`src/rtl/cpu_regs_pkg.sv`:
```
// Register-bank select map shared by the writeback arbiter and the register bank.
// Mapped selects are the sixteen general registers plus the frame and stack pointers.
package cpu_regs_pkg;

    localparam int SEL_W = 6;

    localparam logic [SEL_W-1:0] REG_G0  = 6'h00;
    localparam logic [SEL_W-1:0] REG_G1  = 6'h01;
    localparam logic [SEL_W-1:0] REG_G2  = 6'h02;
    localparam logic [SEL_W-1:0] REG_G3  = 6'h03;
    localparam logic [SEL_W-1:0] REG_G4  = 6'h04;
    localparam logic [SEL_W-1:0] REG_G5  = 6'h05;
    localparam logic [SEL_W-1:0] REG_G6  = 6'h06;
    localparam logic [SEL_W-1:0] REG_G7  = 6'h07;
    localparam logic [SEL_W-1:0] REG_G8  = 6'h08;
    localparam logic [SEL_W-1:0] REG_G9  = 6'h09;
    localparam logic [SEL_W-1:0] REG_G10 = 6'h0A;
    localparam logic [SEL_W-1:0] REG_G11 = 6'h0B;
    localparam logic [SEL_W-1:0] REG_G12 = 6'h0C;
    localparam logic [SEL_W-1:0] REG_G13 = 6'h0D;
    localparam logic [SEL_W-1:0] REG_G14 = 6'h0E;
    localparam logic [SEL_W-1:0] REG_G15 = 6'h0F;
    localparam logic [SEL_W-1:0] REG_FP  = 6'h16;
    localparam logic [SEL_W-1:0] REG_SP  = 6'h17;

    function automatic logic is_mapped_reg(input logic [SEL_W-1:0] sel);
        return (sel <= REG_G15) || (sel == REG_FP) || (sel == REG_SP);
    endfunction

endpackage

```
`src/rtl/rr_arbiter.sv`:
```
// Round-robin arbiter: one-hot grant, search starts one past the last granted index.
// The pointer only advances when a grant is actually issued.
module rr_arbiter #(
    parameter int N = 3
) (
    input  logic                  clk,
    input  logic                  reset,
    input  logic [N-1:0]          req,
    input  logic                  en,
    output logic [N-1:0]          grant
);

    localparam int PTR_W = $clog2(N);

    logic [PTR_W-1:0] ptr;
    logic [PTR_W-1:0] grant_idx;
    logic             found;
    int               cand;

    always_comb begin
        grant     = '0;
        grant_idx = '0;
        found     = 1'b0;
        cand      = 0;
        if (en) begin
            for (int off = 1; off <= N; off++) begin
                cand = int'(ptr) + off;
                if (cand >= N) cand = cand - N;
                if (!found && req[cand]) begin
                    grant[cand] = 1'b1;
                    grant_idx   = PTR_W'(cand);
                    found       = 1'b1;
                end
            end
        end
    end

    // Reset to the last index so requester 0 is searched first.
    always_ff @(posedge clk) begin
        if (reset) begin
            ptr <= PTR_W'(N - 1);
        end else if (found) begin
            ptr <= grant_idx;
        end
    end

endmodule

```
`src/rtl/regbank_wr_arbiter.sv`:
```
// Shares the register-bank write port between NREQ writeback sources through a
// round-robin grant, a select filter and a one-cycle registered output stage.
module regbank_wr_arbiter #(
    parameter int NREQ   = 3,
    parameter int DATA_W = 64,
    parameter int SEL_W  = cpu_regs_pkg::SEL_W
) (
    input  logic                   clk,
    input  logic                   reset,
    input  logic [NREQ-1:0]        req_valid,
    output logic [NREQ-1:0]        req_ready,
    input  logic [NREQ*SEL_W-1:0]  req_sel,
    input  logic [NREQ*DATA_W-1:0] req_val,
    input  logic                   wb_stall,
    output logic [SEL_W-1:0]       regsel,
    output logic [DATA_W-1:0]      reg_val,
    output logic                   reg_we,
    output logic                   bad_sel,
    input  logic [SEL_W-1:0]       rd_sel,
    output logic                   rd_hazard
);

    import cpu_regs_pkg::*;

    // Handshake: requester i transfers on the edge where req_valid[i] & req_ready[i];
    // it holds sel/val stable until then, and ready is never asserted during reset or stall.
    logic              xfer;
    logic [SEL_W-1:0]  sel_mux;
    logic [DATA_W-1:0] val_mux;
    logic              pend_hit;

    rr_arbiter #(.N(NREQ)) u_arb (
        .clk   (clk),
        .reset (reset),
        .req   (req_valid),
        .en    (!wb_stall && !reset),
        .grant (req_ready)
    );

    assign xfer = |req_ready;

    always_comb begin
        sel_mux = '0;
        val_mux = '0;
        for (int i = 0; i < NREQ; i++) begin
            if (req_ready[i]) begin
                sel_mux = sel_mux | req_sel[i*SEL_W +: SEL_W];
                val_mux = val_mux | req_val[i*DATA_W +: DATA_W];
            end
        end
    end

    // Unmapped selects still load regsel/reg_val so the offending write is visible.
    always_ff @(posedge clk) begin
        if (reset) begin
            regsel  <= '0;
            reg_val <= '0;
            reg_we  <= 1'b0;
            bad_sel <= 1'b0;
        end else if (xfer) begin
            regsel  <= sel_mux;
            reg_val <= val_mux;
            reg_we  <= is_mapped_reg(sel_mux);
            bad_sel <= !is_mapped_reg(sel_mux);
        end else begin
            reg_we  <= 1'b0;
            bad_sel <= 1'b0;
        end
    end

    always_comb begin
        pend_hit = 1'b0;
        for (int i = 0; i < NREQ; i++) begin
            pend_hit = pend_hit | (req_valid[i] && (req_sel[i*SEL_W +: SEL_W] == rd_sel));
        end
    end

    assign rd_hazard = (reg_we && (regsel == rd_sel)) || pend_hit;

endmodule
```
`config.mk`:
```
export PLATFORM = sky130hd
export DESIGN_NAME = regbank_wr_arbiter
export DESIGN_NICKNAME = d
export VERILOG_FILES = /design/src/rtl/cpu_regs_pkg.sv /design/src/rtl/rr_arbiter.sv /design/src/rtl/regbank_wr_arbiter.sv
export SDC_FILE = /design/constraint.sdc
export NUM_CORES = 1
export LEC_CHECK = 0
export BUFFER_PORTS_ARGS = -buffer_cell sky130_fd_sc_hd__buf_2
export CORE_AREA = 2 2 115 117
export DETAILED_ROUTE_END_ITERATION = 8
export DIE_AREA = 0 0 117 119
export GPL_ROUTABILITY_DRIVEN = 0
export GPL_TIMING_DRIVEN = 0
export SYNTH_ARGS = -nofsm -noshare
export SYNTH_HDL_FRONTEND = slang
export SYNTH_HIERARCHICAL = 1
export SYNTH_SLANG_ARGS = --single-unit
```
`constraint.sdc`:
```
create_clock -name clk -period 3.6 [get_ports clk]
set_input_delay 0.54 -clock clk [delete_from_list [all_inputs] [get_ports clk]]
set_output_delay 0.54 -clock clk [all_outputs]
set_load 0.05 [all_outputs]
```
**Word-level counts from Yosys, hierarchy flattened**

Index checks and enable logic that the tools add are counted.

- Flip-flop bits (word level): 74
- Latch bits: 0
- Memory bits (writable): 0
- Bits in read-only memories: 0
- Output and inout bits: 76
- Memories kept: 0

- Add/sub/neg operators: 6
- Multipliers: 0
- Divide/modulo/power cells: 0
- Order comparisons: 10
- Equality and inequality tests: 6
- Shift-type cells: 0
- Mux-type cells: 43
- Bitwise operators: 9
- Reduce and logical (&&, ||, !) cells: 20

Operator list:

| kind | number |
|---|---|
| $mux W32 | 6 |
| $mux W64 | 3 |
| $or A64 B64 Y64 | 2 |
| $ge A32 B1 Y1 const B | 3 |
| $ge A32 B3 Y1 const B | 3 |
| $lt A32 B4 Y1 const B | 3 |
| $sub A32 B3 Y32 const B | 3 |
| $eq A6 B6 Y1 | 4 |
| $mux W3 | 6 |
| $mux W6 | 3 |
| $mux W1 | 15 |
| $eq A6 B5 Y1 const B | 2 |
| $or A6 B6 Y6 | 2 |
| $logic_and A1 B1 Y1 | 10 |
| $mux W2 | 4 |
| $add A2 B2 Y3 const B | 2 |
| $bmux W1 S2 | 3 |
| $demux W1 S2 | 3 |
| $le A6 B4 Y1 const B | 1 |
| $or A3 B3 Y3 | 2 |
| $logic_not A1 Y1 | 5 |
| $add A2 B1 Y3 const B | 1 |
| $logic_or A1 B1 Y1 | 3 |
| $reduce_or A3 Y1 | 1 |
| other kinds (3) | 4 |

**Longest topological paths before layout**

Gate-level depths: netlist of the first run.

- Depth in word-level cells: 26
- Mapped depth: 12
- Depth with buffers taken out: 10

**Hierarchy**

The synthesis of the first run kept the hierarchy.

By module, submodules not included:

| module | times used | cells each | area each (µm²) |
|---|---|---|---|
| regbank_wr_arbiter | 1 | 361 | 3291.9 |
| rr_arbiter | 1 | 54 | 417.9 |

**Least setup slack after synthesis of the first run**

No wires, ideal clock.

- Path kind: register to register
- Start point: reg u_arb.ptr[0]
- End point: reg reg_val[13]
- Library setup time: 0.070 ns
- Data arrival time: 3.662 ns
- Data required time: 3.530 ns
- Setup slack: -0.132 ns
- Stages on the path, launching flop included: 12
- Buffers on the path: 3
- Period minus slack after synthesis: 3.732 ns
- Cells stage by stage: dfxtp_1 -> inv_1 -> ha_1 -> mux2_4 -> a21o_2 -> or3b_1 -> a31oi_1 -> buf_6 -> buf_2 -> clkbuf_1 -> a222oi_1 -> a21oi_1

- Cells in the longest elaborated chain, start to end: 22
- Elaborated cells between the ends (all ways): 61

RTL lines:

| element | line | RTL |
|---|---|---|
| from (decl) | rr_arbiter.sv:15 | `logic [PTR_W-1:0] ptr;` |
| from (signal assigned) | rr_arbiter.sv:41 | `ptr <= PTR_W'(N - 1);` |
| from (signal assigned) | rr_arbiter.sv:43 | `ptr <= grant_idx;` |
| parallel branches: the longest is 15 deep, another holds $sub A32 B3 Y32 | - |  |
| $mux W3 (*) | rr_arbiter.sv:29 | `if (!found && req[cand]) begin` |
| $mux W3 (*) | rr_arbiter.sv:25 | `if (en) begin` |
| net req_ready[0] | regbank_wr_arbiter.sv:11 | `output logic [NREQ-1:0] req_ready,` |
| $mux W64 | regbank_wr_arbiter.sv:46 | `if (req_ready[i]) begin` |
| $or A64 B64 Y64 | regbank_wr_arbiter.sv:48 | `val_mux = val_mux \| req_val[i*DATA_W +: DATA_W];` |
| $mux W64 | regbank_wr_arbiter.sv:46 |  |
| $or A64 B64 Y64 | regbank_wr_arbiter.sv:48 |  |
| $mux W64 | regbank_wr_arbiter.sv:46 |  |
| to (signal assigned) | regbank_wr_arbiter.sv:62 | `reg_val <= val_mux;` |
| to (decl) | regbank_wr_arbiter.sv:16 | `output logic [DATA_W-1:0] reg_val,` |

Mark *: on every way through the listed nets, which the timed path passes. The select of a mux whose other input is x is not followed.
A chain may end at the register's enable or synchronous reset.

**Final worst setup path of the first run**

- Start point: reg u_arb.ptr[0]
- End point: out req_ready[0]

- Cells in the longest elaborated chain, start to end: 17
- Elaborated cells between the ends (all ways): 55

RTL lines:

| element | line |
|---|---|
| parallel branches: the longest is 15 deep, another holds $sub A32 B3 Y32 | - |
| $mux W3 (*) | rr_arbiter.sv:29 |
| $mux W3 (*) | rr_arbiter.sv:25 |
| to (decl) | regbank_wr_arbiter.sv:11 |

Every way passes the cells marked *. The select of a mux whose other input is x is not followed.

==> impl_metrics.json, run 1 <==
{
  "status": "complete, no violations",
  "synth_area_leaders": "dfxtp_1, a222oi_1, a21oi_1",
  "final-max-slew-violation-count": 0,
  "numPortBuffers": 296,
  "dp_slack_ns": -0.117,
  "crit_fanout": 8,
  "num_rows": 42,
  "end_kind": "output port",
  "worst-slew-pin-transition_ns": 0.653,
  "grt_overflow_total": 0,
  "syn_avg_cell_area_um2": 8.94,
  "cp_slowest_cell": "dfxtp_1",
  "setup_slack_ns": 0.242,
  "p_per_area_nw_per_um2": 484,
  "n_antenna_cell": 0,
  "vias": 4708,
  "maxSlewHeadroom_pct": 56.3,
  "max_stage_delay_ns": 0.47,
  "area_growth_pct": 55.9,
  "die_x_um": 117,
  "peakVddDrop_mv": 0.276,
  "start_util_pct": 28.8,
  "cts_buffer_depth": 2,
  "ys_warn_count": 6,
  "max_freq_mhz": 298,
  "cts_sinks": 74,
  "finalCriticalPeriod_ns": 3.36,
  "synth_top_area_cell": "dfxtp_1",
  "yosysSeqAreaShare_pct": 39.9,
  "nets": 952,
  "worstHoldPathType": "input pin to register",
  "first_pass_iters": 9,
  "critPathBufInv": 2,
  "clkTransAtPathRegs_ns": 0.05,
  "yosysTopAreaCellShare_pct": 39.9,
  "antenna_found_initial": 0,
  "core_area_um2": 12900,
  "drcViolationCount": 0,
  "layout-drive-gt1-share_pct": 48.6,
  "path_cells": "inv_1 -> ha_1 -> mux2_4 -> a21o_2 -> or3b_1 -> a31oi_2 -> buf_2",
  "synthCells": 415,
  "path_class": "register to output port",
  "cts_tree": "yes",
  "min_period_over_period_pct": 93.3,
  "root_buffer": "clkbuf_16",
  "rsz0062_at_grt": "false",
  "synth_nets": 643,
  "die_area_um2": 13900,
  "power.leakage_nw": 2.74,
  "fin_skew_ns": 0.00438,
  "io_pins": 298,
  "ant_nets": 0,
  "gr-usage-all-layers_pct": 20.3,
  "crit_arrival_ns": 2.82,
  "synth_area_um2": 3710,
  "hold_viol": 0,
  "dp_hpwl_um": 11700,
  "grt_max_degree": 13,
  "grt_pass1_vias": 4536,
  "synth_cell_type_count": 38,
  "fin_tns_setup_ns": 0,
  "drt-total-wl_um": 14700,
  "routed_via_density": 5.20,
  "drv_cap": 0,
  "worstSkewPairLatency_ns": 0.34,
  "die_y_um": 119,
  "hold_buffers": 0,
  "h-tree-depth": 3,
  "wl_per_cell_um": 16.3,
  "ys_ff_latch": 74,
  "cts_buffers": 9,
  "crit_path_start_kind": "register",
  "finalSetupViolCount": 0,
  "cp.required_ns": 3.06,
  "critPathTopFamily": "flip-flops",
  "drt_iter0_drc": 515,
  "grt_first_pass_wirelength_um": 21800
}
-- synthesized netlist by cell type --
cell	count
a222oi_1	71
nor3b_1	3
nor2b_1	1
a31oi_1	2
o21ai_0	5
a21o_2	1
mux2_2	2
o221ai_1	1
or3b_1	1
clkbuf_1	27
nor4_1	4
a221o_1	1
o21ai_1	1
a21o_1	1
o21a_1	1
a41oi_1	1
dfxtp_1	74
xnor2_1	12
nand2_1	73
mux2i_1	1
and3_2	1
buf_6	10
nor2_1	2
buf_2	5
or4_1	1
a22o_2	1
nor3_1	2
clkbuf_2	1
nand3b_1	1
xor2_1	12
nor3_4	1
nand3_1	3
ha_1	6
nand4_1	5
a22o_1	1
a21oi_1	74
inv_1	5
mux2_4	1
-- logic make-up after synthesis --
logic type	after synthesis	share of synthesized area, %
DFF	74	39.9
and+or+nand+nor	98	11.8
muxes	4	1.28
xor gates and xnor gates	24	5.67
buffers and inverters	48	7.08
adders and majority gates	6	2.02
AOI/OAI and AO/OA	161	32.2
-- where the power goes --
| group | leakage [nW] | internal (mW) | switching [mW] |
|---|---|---|---|
| clock network | 0.156 | 0.623 | 0.338 |
| logic | 1.98 | 0.310 | 0.585 |
| registers | 0.604 | 0.898 | 0.0418 |
-- worst paths after layout --
check | startpoint | end | slack (ns) | cells past startpoint
worst max-delay path | u_arb/ptr[0] | req_ready[0] | 0.24 | 7
worst min-delay path | reset | u_arb/ptr[0] | 0.39 | 2
worst max register to register | u_arb/ptr[0] | reg_val[55] | 0.27 | 11
worst min register to register | reg_val[12] | reg_val[12] | 0.45 | 2
-- per-stage QoR --
stage	hold WS [ns]	cell area (µm²)	util, %	power (mW)	std cells
3_5_place_dp	0.443	5430	42.1	1.85	887
6_report	0.393	5780	44.9	2.80	905
3_3_place_gp	0.441	5430	42.1	1.83	887
2_1_floorplan	0.507	3720	-	1.54	415
5_1_grt	0.406	5780	44.9	2.93	905
4_1_cts	0.385	5760	44.7	2.83	905
-- worst register-to-register path, cell delays in order, from the launching register on --
cell	delay, ns
dfxtp_1	0.47
inv_1	0.15
ha_1	0.41
mux2_4	0.33
a21o_2	0.23
or3b_1	0.36
a31oi_2	0.23
buf_6	0.17
buf_2	0.31
clkbuf_2	0.30
a222oi_1	0.16
a21oi_1	0.15
-- layout by cell type, fill, tap and decap left out, types with 2 or more instances in the layout --
cell type	count
ha_1	6
xnor2_1	12
bufinv_16	2
o21ai_0	5
nor4_1	4
mux2_2	2
nand4_1	5
buf_6	10
nor3b_1	3
clkbuf_2	16
buf_4	2
nor2_1	2
buf_2	300
a21oi_1	72
inv_1	5
xor2_1	12
clkbuf_1	13
a21oi_2	2
a222oi_1	71
nand2_1	73
dfxtp_1	74
clkinv_2	2
clkbuf_16	9
nor3_1	2
nand3_1	3
-- flip-flops by register name (all words and copies together) (netlist names) --
| register | cells |
|---|---|
| reg_val | 64 |
| bad_sel | 1 |
| regsel | 6 |
| u_arb/ptr | 2 |
| reg_we | 1 |
-- layer usage --
| layer | part of all wire, % | global-route usage, % | up-vias |
|---|---|---|---|
| li1 | - | - | 2248 |
| met1 | 42 | 25.0 | 2182 |
| met2 | 47 | 33.5 | 250 |
| met3 | 8.8 | 4.94 | 28 |
| met4 | 2.1 | 8.46 | 0 |
| met5 | 0 | 0 | - |
-- layout make-up --
| class | instances | area [µm²] |
|---|---|---|
| tap | 176 | 220 |
| fill | 1290 | 7090 |
| buffer | 43 | 265 |
| clock inverter | 5 | 77.6 |
| sequential | 74 | 1480 |
| inverter | 5 | 18.8 |
| timing repair buffer | 298 | 1500 |
| multi-input combinational | 293 | 1980 |
| clock buffer | 11 | 243 |
-- timing repair --
item | 4_1_cts | 5_1_grt
setup endpoints to repair | 50 | 50
pin swaps | 1 | 0
setup buffers | 2 | 0
resized for setup | 0 | 31
Note: power is estimated with default switching activity, not from simulation.
==> run 2: changes to the inputs <==
- CORE_AREA: 2 2 115 117 -> 2 2 116 118
- DIE_AREA: 0 0 117 119 -> 0 0 118 120
- SYNTH_HIERARCHICAL: 1 -> default
- clock period: 3.6 -> 4.1 ns (I/O delays scaled with it)
==> run 2 against run 1 <==
Wire length up 3.8%. Register-to-register slack better by 0.44 ns. Sequential power down 3.0%. Global-route usage up 0.66 points. Critical path depth up 2. Utilization down 0.42 points. Clock skew about the same. Via count up 2.0%. Design area down 0.13%. Combinational power up 51%. Critical path type unchanged.
==> impl_metrics.json, run 2 <==
{
  "dp_hpwl_um": 11900,
  "ys_warn_count": 0,
  "ys_async_sr_fraction_pct": 0,
  "worstSkewPairLatency_ns": 0.33,
  "ys_dominant_reg_cell": "dfxtp_1",
  "synth_edf_count": 0,
  "crit_fanout": 10,
  "die_y_um": 120,
  "synth_top_area_cell": "dfxtp_1",
  "crit_arrival_ns": 3.13,
  "hold_buffers": 0,
  "synth_nets": 658,
  "syn_avg_cell_area_um2": 8.87,
  "worstHoldPathType": "register to register",
  "ys_ff_latch": 74,
  "drv_cap": 0,
  "layout_common_cells": "buf_2, nand2_1, dfxtp_1",
  "grt_overflow_total": 0,
  "synth_cell_type_count": 39,
  "layout-drive-gt1-share_pct": 45.3,
  "min_period_over_period_pct": 91.3,
  "drt_iter0_drc": 414,
  "drt-total-wl_um": 15300,
  "ctsResizeCount": 0,
  "clkTransAtPathRegs_ns": 0.05,
  "routed_via_density": 5.27,
  "final-max-slew-violation-count": 0,
  "finalSetupViolCount": 0,
  "end_kind": "output port",
  "core_area_um2": 13000,
  "io_pins": 298,
  "layout_commonest_cell": "buf_2",
  "status": "complete, no violations",
  "crit_path_start_kind": "register",
  "reg.largest.list": "reg_val (64), regsel (6), u_arb.ptr (2)",
  "rsz0062_at_grt": "false",
  "worst-slew-pin-transition_ns": 0.702,
  "regMostFlops": "reg_val",
  "root_buffer": "clkbuf_16",
  "yosysTopAreaCellShare_pct": 38.8,
  "num_rows": 42,
  "cts_sinks": 74,
  "hold_depth": 2,
  "die_x_um": 118,
  "synth_area_leaders": "dfxtp_1, a222oi_1, a21oi_1",
  "maxSlewHeadroom_pct": 53.2,
  "numPortBuffers": 292,
  "h-tree-depth": 3,
  "post-cts-setup-buffers": 0,
  "grt_pass1_vias": 4905,
  "cts_buffers": 9,
  "first_pass_iters": 8,
  "nets": 959,
  "peakVddDrop_mv": 0.215,
  "power.leakage_nw": 2.71,
  "synthCells": 430,
  "max_freq_mhz": 267,
  "cp.required_ns": 3.48,
  "yosys-top-cells-count": "dfxtp_1, nand2_1, a21oi_1",
  "grt_max_degree": 12,
  "vias": 4803,
  "grt_first_pass_wirelength_um": 23800,
  "ant_nets": 0,
  "fin_skew_ns": 0.00400,
  "antenna_found_initial": 0,
  "n_antenna_cell": 0,
  "start_util_pct": 29.4,
  "finalPower_mw": 3.03,
  "largest_register_ffs": 64,
  "path_class": "register to output port",
  "area_growth_pct": 51.4,
  "p_per_area_nw_per_um2": 525,
  "wl_per_cell_um": 16.8,
  "die_area_um2": 14200,
  "cts_buffer_depth": 2,
  "fin_tns_setup_ns": 0,
  "synth_area_um2": 3810,
  "yosysSeqAreaShare_pct": 38.8,
  "hold_viol": 0,
  "cts_tree": "yes",
  "finalCriticalPeriod_ns": 3.74,
  "reg2reg_depth": 10,
  "gr-usage-all-layers_pct": 20.9,
  "drcViolationCount": 0,
  "fillers": 1270
}
-- run 2: cell count changes after synthesis, sizes merged, moves of 2 or more --
cell / change
mux2i: +2
buf: +8
nor4bb: +4
nand2b: +3
o2111ai: +2
a21oi: -2
a22o: -2
clkbuf: -5
a21o: -2
nor2: +5
nand3b: +2
-- run 2: worst paths after layout --
check | start | to | slack, ns
setup / recovery | u_arb.ptr[0] | req_ready[2] | 0.36
hold / removal | reg_val[25] | reg_val[25] | 0.45
setup reg to reg | u_arb.ptr[0] | reg_val[60] | 0.71
hold reg to reg | reg_val[25] | reg_val[25] | 0.45
-- run 2: area by class of cell --
type | instances | area (µm²) | area share, %
clock inverters | 3 | 40.0 | 0.693
multi-input cells | 306 | 2060 | 35.7
repair buffers | 292 | 1460 | 25.3
clock buffers | 12 | 246 | 4.27
well taps | 176 | 220 | 3.81
plain buffers | 44 | 249 | 4.31
flip-flops and latches | 74 | 1480 | 25.7
inverters | 4 | 15.0 | 0.260
-- run 2: report_power, final --
group | internal [mW] | switching, mW | total, mW
Combinational | 0.429 | 0.920 | 1.35
Sequential | 0.845 | 0.0667 | 0.912
Clock | 0.483 | 0.288 | 0.770
Total | 1.76 | 1.27 | 3.03
-- run 2: metrics by stage --
step	hold slack [ns]	setup WS, ns	instance area [µm²]	util (%)	instances
4_1_cts	0.451	0.143	5780	44.5	913
3_5_place_dp	0.443	0.519	5500	42.3	898
3_3_place_gp	0.441	0.572	5500	42.3	898
2_1_floorplan	0.527	1.00	3810	-	430
6_report	0.450	0.358	5770	44.5	911
5_1_grt	0.469	0.157	5770	44.5	911
-- run 2: cell families (layout without fill, tap and decap cells) --
family	Yosys count	count (layout)	synth area share, %
compound gates	159	159	31.5
xor+xnor	24	24	5.51
fa+ha+maj	6	6	1.97
buf+inv	50	355	7.12
flops	74	74	38.8
mux	5	5	1.38
simple gates	112	112	13.7
-- run 2: routing by layer --
metal / wire length (µm) / share of wire, % / vias to the layer above / track usage (%)
met5: 0 / 0 / - / 0
met4: 258 / 1.7 / 0 / 8.89
met3: 1110 / 7.3 / 23 / 5.04
met2: 7560 / 49 / 252 / 36.8
met1: 6360 / 42 / 2242 / 24.3
li1: - / - / 2286 / -
-- run 2: worst max-delay path, stage by stage, from the launching register on --
cell and delay (ns):
dfxtp_1 0.46, inv_1 0.19, ha_1 0.36, buf_4 0.19
mux2i_1 0.23, o211a_1 0.24, a41o_1 0.20, buf_6 0.16
clkbuf_1 0.40, buf_2 0.36
==> run 3: changes to the inputs <==
- SETUP_SLACK_MARGIN: default -> 0.4
==> run 3 against run 2 <==
Sequential cell count did not move. Fmax rose by 8.8%. Sequential share of layout area fell by 0.13 points. Design area rose by 0.61%. Clock skew fell by 0.0011 ns. Cell count rose by 0.33%. Total power rose by 0.36%. Register-to-register slack improved by 0.28 ns. Clock power barely moved. Sequential power barely moved. Critical endpoint is now req_ready[1]. Largest power group unchanged.
==> impl_metrics.json, run 3 (synthesized netlist as in run 2, its figures left out) <==
{
  "pwr-share-clk_pct": 25.3,
  "h-tree-depth": 3,
  "fin_skew_ns": 0.00287,
  "worstHoldPathType": "register to register",
  "grt_overflow_total": 0,
  "first_pass_iters": 9,
  "num_rows": 42,
  "antenna_found_initial": 0,
  "crit_fanout": 10,
  "reg.largest.list": "reg_val (64), regsel (6), u_arb.ptr (2)",
  "routed_via_density": 5.27,
  "crit_arrival_ns": 2.82,
  "dp_hpwl_um": 11900,
  "final-max-slew-violation-count": 0,
  "layout-drive-gt1-share_pct": 45.9,
  "root_buffer": "clkbuf_16",
  "grt_pass1_vias": 4909,
  "die_y_um": 120,
  "fillers": 1269,
  "drt-total-wl_um": 15300,
  "end_kind": "output port",
  "drv_cap": 0,
  "final_core_util_pct": 44.8,
  "largest_register_ffs": 64,
  "p_seq_share_pct": 30.0,
  "layout_commonest_cell": "buf_2",
  "ff2ff_setup_slack_ns": 0.99,
  "layout_common_cells": "buf_2, nand2_1, dfxtp_1",
  "swShare_pct": 42.0,
  "numPortBuffers": 292,
  "nets": 962,
  "seqCellArea_um2": 1480,
  "power.leakage_nw": 2.73,
  "grt_max_degree": 12,
  "core_area_um2": 13000,
  "rr_startpoint": "u_arb.ptr[0]",
  "worstSkewPairLatency_ns": 0.33,
  "critPathCapture": "req_ready[1]",
  "cts_buffer_depth": 2,
  "finalPower_mw": 3.04,
  "status": "complete, no violations",
  "die_x_um": 118,
  "drt_iter0_drc": 423,
  "share_comb_of_total_power_pct": 44.7,
  "reg2reg_depth": 11,
  "drcViolationCount": 0,
  "die_area_um2": 14200,
  "vias": 4813,
  "finalCriticalPeriod_ns": 3.44,
  "worst-slew-pin-transition_ns": 0.619,
  "cts_sinks": 74,
  "start_util_pct": 29.4,
  "finalSetupViolCount": 0,
  "cts_buffers": 9,
  "area_growth_pct": 52.3,
  "cp.required_ns": 3.48,
  "grt_first_pass_wirelength_um": 23900,
  "intPower_mw": 1.76,
  "p_per_area_nw_per_um2": 524,
  "maxSlewHeadroom_pct": 58.7,
  "n_antenna_cell": 0,
  "fin_tns_setup_ns": 0,
  "multiInputGateArea_um2": 2070,
  "regMostFlops": "reg_val",
  "crit_path_start_kind": "register",
  "gr-usage-all-layers_pct": 21.1,
  "path_class": "register to output port",
  "rsz0062_at_grt": "false",
  "min_period_over_period_pct": 83.9,
  "max_freq_mhz": 291,
  "ant_nets": 0,
  "cts_tree": "yes",
  "peakVddDrop_mv": 0.215,
  "p_switching_mw": 1.28,
  "io_pins": 298,
  "wl_per_cell_um": 16.8,
  "crit_start": "u_arb.ptr[0]",
  "clkTransAtPathRegs_ns": 0.06,
  "r2r-end": "reg_val[60]",
  "worst_hold_slack_ns": 0.449,
  "hold_viol": 0
}
run 3: worst max-delay path, cell delays in order (launching register included):
cell and delay [ns]:
dfxtp_2 0.40, inv_1 0.15, ha_1 0.25, buf_2 0.19
nor4bb_1 0.34, a31oi_1 0.08, o2111ai_1 0.19, and3_1 0.17
clkbuf_4 0.23, clkbuf_4 0.25, clkbuf_4 0.25
run 3: worst min-delay path by stage:
stage | startpoint | end | cells past startpoint
2_1_floorplan | u_arb.ptr[1] | u_arb.ptr[1] | 2
3_3_place_gp | reg_val[40] | reg_val[40] | 2
3_5_place_dp | reg_val[36] | reg_val[36] | 2
4_1_cts | reg_val[36] | reg_val[36] | 2
5_1_grt | reg_val[47] | reg_val[47] | 2
6_report | reg_val[25] | reg_val[25] | 2
run 3: stage by stage:
stage,setup WS (ns),area [µm²],std cells
after floorplan,1.00,3810,430
after global placement,0.572,5500,898
after detailed placement,0.519,5500,898
after CTS,0.406,5800,914
after global routing,0.500,5810,914
final,0.661,5810,914
run 3: final cells by class:
cell class,count,area share [%]
well taps,176,3.79
repair buffers,293,25.4
multi-input cells,306,35.6
plain buffers,46,4.57
clock inverters,3,0.689
flip-flops and latches,74,25.5
inverters,4,0.258
clock buffers,12,4.24
run 3: power by group through the flow:
stage | sequential, mW | combinational (mW) | clock (mW)
floorplan | 1.34 | 0.537 | 0
global placement | 0.922 | 1.34 | 0
detailed placement | 0.927 | 1.35 | 0
CTS | 0.913 | 1.36 | 0.798
global route | 0.928 | 1.45 | 0.830
finish | 0.912 | 1.36 | 0.771
run 3: what timing repair did:
| item | in CTS | in global routing |
|---|---|---|
| setup endpoints to repair | 3 | 2 |
| resized for setup | 4 | 6 |
| buffers inserted | 1 | 0 |
| hold buffers | 0 | 0 |
run 3: routing by layer:
layer	global-route usage, %	vias up	routed length [µm]
li1	-	2298	-
met1	24.6	2250	6380
met2	37.1	242	7580
met3	4.99	23	1130
met4	8.89	0	253
met5	0	-	0
